### config.mk
export PLATFORM = sky130hd
export DESIGN_NAME = cache_line_xfer
export DESIGN_NICKNAME = d
export VERILOG_FILES = /design/src/rtl/cache_line_xfer.sv
export SDC_FILE = /design/constraint.sdc
export NUM_CORES = 1
export LEC_CHECK = 0
export BUFFER_PORTS_ARGS = -buffer_cell sky130_fd_sc_hd__buf_2
export CORE_AREA = 2 2 254 256
export CTS_CLUSTER_DIAMETER = 200
export CTS_CLUSTER_SIZE = 14
export DETAILED_ROUTE_END_ITERATION = 10
export DIE_AREA = 0 0 256 258
export PLACE_DENSITY = 0.53
export SYNTH_ARGS = -nofsm -noshare
export SYNTH_HDL_FRONTEND = slang
export SYNTH_SLANG_ARGS = --single-unit
### constraint.sdc
create_clock -name clk -period 3.5 [get_ports clk]
set_input_delay 0.175 -clock clk [delete_from_list [all_inputs] [get_ports clk]]
set_output_delay 0.175 -clock clk [all_outputs]
set_load 0.03 [all_outputs]
### src/rtl/cache_line_xfer.sv
// rtl/cache_line_xfer.sv - critical-word-first line fill / dirty-line evict engine
module cache_line_xfer #(
    parameter int DATA_W = 32,
    parameter int ADDR_W = 32,
    parameter int WORDS  = 8,
    localparam int IDX_W = $clog2(WORDS),
    localparam int BOFF  = $clog2(DATA_W / 8)
) (
    input  logic                    clk,
    input  logic                    clr_n,
    input  logic                    start,
    input  logic                    mode,
    input  logic [ADDR_W-1:0]       base_addr,
    input  logic [IDX_W-1:0]        crit_idx,
    input  logic [WORDS*DATA_W-1:0] line_i,
    input  logic [DATA_W-1:0]       word_i,
    input  logic                    word_vld_i,
    output logic                    word_rdy_o,
    output logic [DATA_W-1:0]       word_o,
    output logic                    word_vld_o,
    input  logic                    word_rdy_i,
    output logic [ADDR_W-1:0]       addr_o,
    output logic [WORDS*DATA_W-1:0] line_o,
    output logic                    full,
    output logic                    busy
);

    localparam logic [1:0] S_IDLE  = 2'd0;
    localparam logic [1:0] S_FILL  = 2'd1;
    localparam logic [1:0] S_EVICT = 2'd2;
    localparam logic [1:0] S_DONE  = 2'd3;

    localparam logic [ADDR_W-1:0] BASE_MASK = {{(ADDR_W-IDX_W-BOFF){1'b1}}, {(IDX_W+BOFF){1'b0}}};
    localparam logic [IDX_W-1:0]  LAST_CNT  = IDX_W'(WORDS - 1);

    logic [1:0]                        state_q, state_d;
    logic [IDX_W-1:0]                  idx_q, idx_d;
    logic [IDX_W-1:0]                  cnt_q, cnt_d;
    logic [ADDR_W-1:0]                 base_q, base_d;
    logic [WORDS-1:0][DATA_W-1:0]      line_q, line_d;
    logic                              step;

    always_comb begin
        state_d = state_q;
        idx_d   = idx_q;
        cnt_d   = cnt_q;
        base_d  = base_q;
        line_d  = line_q;
        step    = 1'b0;
        case (state_q)
            S_IDLE: begin
                if (start) begin
                    state_d = mode ? S_EVICT : S_FILL;
                    base_d  = base_addr & BASE_MASK;
                    idx_d   = crit_idx;
                    cnt_d   = '0;
                    if (mode) begin
                        line_d = line_i;
                    end
                end
            end
            S_FILL: begin
                if (word_vld_i) begin
                    line_d[idx_q] = word_i;
                    step          = 1'b1;
                end
            end
            S_EVICT: begin
                step = word_rdy_i;
            end
            default: begin
                state_d = S_IDLE;
            end
        endcase
        // Index wraps naturally at WORDS since it is exactly IDX_W bits wide.
        if (step) begin
            idx_d = idx_q + 1'b1;
            cnt_d = cnt_q + 1'b1;
            if (cnt_q == LAST_CNT) begin
                state_d = S_DONE;
            end
        end
    end

    always_ff @(posedge clk or negedge clr_n) begin
        if (!clr_n) begin
            state_q <= S_IDLE;
            idx_q   <= '0;
            cnt_q   <= '0;
            base_q  <= '0;
            line_q  <= '0;
        end else begin
            state_q <= state_d;
            idx_q   <= idx_d;
            cnt_q   <= cnt_d;
            base_q  <= base_d;
            line_q  <= line_d;
        end
    end

    logic active;
    assign active     = (state_q == S_FILL) || (state_q == S_EVICT);
    assign busy       = (state_q != S_IDLE);
    assign full       = (state_q == S_DONE);
    assign word_rdy_o = (state_q == S_FILL);
    assign word_vld_o = (state_q == S_EVICT);
    assign word_o     = (state_q == S_EVICT) ? line_q[idx_q] : '0;
    // base_q has its low bits already cleared, so OR-ing in the word offset equals concatenation.
    assign addr_o     = active ? (base_q | (ADDR_W'(idx_q) << BOFF)) : '0;
    assign line_o     = line_q;

endmodule

==> impl_metrics.py <==
metrics = {
    "run_status": {
        "status": "complete, no violations",
    },
    "clock_network": {
        "cts.sinks": 291,
        "cts_hold_buf": 349,
        "cts.clk_slew.worst_paths_ns": 0.07,
        "htree_levels": 1,
        "post_cts_buffers": 0,
        "root_buffer": "clkbuf_16",
        "cts_buffers": 24,
        "clockBufferDepth": 3,
        "clock_latency_ns": 0.58,
        "ctsResizeCount": 0,
        "cts_tree": "built",
    },
    "power_and_ir_drop": {
        "ir_drop_mv": 0.6150,
        "power_density_nw_per_um2": 1118,
        "clkPwrFrac": 0.093,
        "switching_power_mw": 16.31,
        "intPower_mw": 12.27,
        "leakage_nw": 11.31,
        "combPwrFrac": 0.644,
        "sw_frac_of_total": 0.5705,
        "sequentialPowerShare": 0.263,
        "p_total_mw": 28.58,
    },
    "run": {
        "drv_cap": 0,
    },
    "placed_design": {
        "place.detailed.hpwl_um": 68130,
        "dp_cells": 3303,
        "place_ws_ns": 0.7517,
        "gp_congestion": 0.9331,
        "io_buffer_count": 645,
        "post_dp_cell_area_um2": 21410,
    },
    "floorplan": {
        "rows": 93,
        "ios": 653,
        "die_w_um": 256,
        "die_area_um2": 66050,
        "die_y_um": 258,
        "design.core.area_um2": 63650,
        "start_util": 0.2728,
    },
    "setup_path": {
        "cp_max_fo": 22,
        "cp-end-kind": "output pin",
        "rr_startpoint": "state_q[1]$_DFF_PN0_",
        "startpoint": "idx_q[1]$_DFFE_PN0P_",
        "rr_worst_depth": 8,
        "crit_path_end": "word_o[16]",
        "crit_arrival_ns": 3.16,
        "critPathKind": "reg -> out",
        "worst_ep_required_time_ns": 3.32,
        "r2r-end": "line_o[38]$_DFFE_PN0P_",
        "critical_path.startpoint_type": "flip-flop",
        "ff2ff_setup_slack_ns": 0.21,
    },
    "final_layout": {
        "fin_util": 0.4015,
        "fin_nets": 3160,
        "stdcell_count": 3687,
        "final_cell_mix": "644 x buf_2, 460 x nand3_1, 349 x dlygate4sd3_1, 288 x dfrtp_1, 274 x nand2_1",
        "drive_above_1_share": 0.2872,
        "final_area_um2": 25560,
        "final_common_cell": "buf_2",
        "fill_cells": 6427,
        "syn_to_final_growth_pct": 47.16,
    },
    "route": {
        "drt-vias-per-instance": 5.864,
        "routedWlPerCell_um": 27.04,
        "dr.pass1.iters": 6,
        "wl_um": 99690,
        "ant_nets": 0,
        "via_count": 21620,
        "drcViolationCount": 0,
        "drt_iter0_drc": 2723,
    },
    "synth": {
        "synth_area_leader_cell": "dfrtp_1",
        "syn_area_um2": 17370,
        "synth-seq-cells": 291,
        "avgSynthCellArea_um2": 8.696,
        "synth_top_area_frac": 0.4193,
        "ys_top_cells_by_area": "dfrtp_1 42%, nand3_1 13%, a32oi_1 9.7%",
        "synth_warnings": 0,
        "ys_types": 41,
        "syn_inst": 1997,
        "seq_area_frac_synth": 0.4193,
    },
    "sta": {
        "setup_violations": 0,
        "max_freq_mhz": 299.5,
        "final-hold-violation-count": 0,
        "setup_ws_ns": 0.1608,
        "finClkSkew_ns": 0.02193,
        "period_share": 0.9541,
        "tns_ns": 0,
        "grt_setup_unrepaired": "no",
        "maxSlewHeadroom": 0.2657,
        "tightest_slew_ns": 1.101,
        "drv_slew": 0,
        "hold_ws_ns": 0.06583,
        "finalCriticalPeriod_ns": 3.339,
    },
    "global_route": {
        "grt_max_degree": 111,
        "grt_pass1_wl_um": 144300,
        "antenna_found_initial": 14,
        "grtUsageTotal": 0.2882,
        "grt_pass1_vias": 20980,
        "gr-total-overflow": 0,
    },
    "hold_path": {
        "worst_hold_path_type": "in -> reg",
    },
}
-- critical path, stage by stage (launching register included) --
cell and delay, ns:
dfrtp_2 0.61, buf_4 0.35, nor2b_4 0.44, buf_4 0.36
a221oi_1 0.13, o21ai_0 0.41, buf_2 0.29
-- per-layer routing --
| layer | track usage | routed length, µm | up-vias |
|---|---|---|---|
| met4 | 0.1043 | 3947 | 6 |
| met3 | 0.06419 | 9408 | 277 |
| met2 | 0.4396 | 43830 | 1517 |
| met5 | 0 | 33 | - |
| met1 | 0.3997 | 42470 | 10580 |
| li1 | - | - | 9244 |
-- how the worst min path moves through the flow --
| stage | from | endpoint | slack [ns] | cells after the start |
|---|---|---|---|---|
| 3_3_place_gp | clr_n | base_q[5]$_DFFE_PN0P_ | 0.31 | 1 |
| 5_1_grt | crit_idx[2] | idx_q[2]$_DFFE_PN0P_ | 0.06 | 4 |
| 4_1_cts | crit_idx[2] | idx_q[2]$_DFFE_PN0P_ | 0.02 | 4 |
| 6_report | crit_idx[2] | idx_q[2]$_DFFE_PN0P_ | 0.07 | 4 |
| 3_5_place_dp | clr_n | base_q[5]$_DFFE_PN0P_ | 0.32 | 1 |
| 2_1_floorplan | clr_n | base_q[10]$_DFFE_PN0P_ | -0.12 | 0 |
-- power by group through the flow --
| stage | logic (mW) | clock network, mW | registers [mW] |
|---|---|---|---|
| global placement | 16.9 | 0 | 7.40 |
| finish | 18.4 | 2.66 | 7.50 |
| global route | 19.5 | 2.81 | 7.73 |
| CTS | 18.2 | 2.72 | 7.42 |
| floorplan | 8.29 | 0 | 9.53 |
| detailed placement | 17.1 | 0 | 7.47 |
-- cell families (layout without fill, tap and decap cells) --
group           after synthesis  count (layout)  synth area share
simple gates                862             862            0.2357
compound gates              526             526            0.2473
fa+ha+maj                     8               8          0.005764
other cells                   1              10         0.0002159
flops                       291             291            0.4193
mux                          46              46           0.02846
buf+inv                     263            1089           0.06326
-- synthesized netlist by cell type, drive strengths merged --
library cell and instances:
a21boi 23, ha 8, a22o 5, o311ai 64, clkinv 1, o22a 23
nand2b 8, or3 1, a22oi 114, inv 4, a32oi 193, a221o 1
or2 2, a221oi 24, conb 1, mux2i 19, buf 81, a21oi 7
mux2 27, clkbuf 177, a311oi 1, nand3 460, dfrtp 291, nor2 12
o21ai 49, nand2 278, nor3 1, o22ai 13, a211oi 4, and2 65
o31a 5, nor3b 2, nor2b 32, and3 1
-- sequential cells by signal, summed over array words and instances, names as in the netlist --
register / count
base_q: 27
cnt_q: 3
idx_q: 3
line_o: 256
state_q: 2
-- layout make-up --
type                       count  area [µm²]  area share
inverter                       5       18.77   0.0007344
tap                          855        1070     0.04186
antenna                        8       20.02   0.0007833
timing repair buffer        1057        7417      0.2902
clock inverter                 1       5.005   0.0001958
clock buffer                  26       629.4     0.02463
multi-input combinational   1444        9109      0.3564
sequential                   291        7288      0.2852
Power figures use the tool's default switching activity.
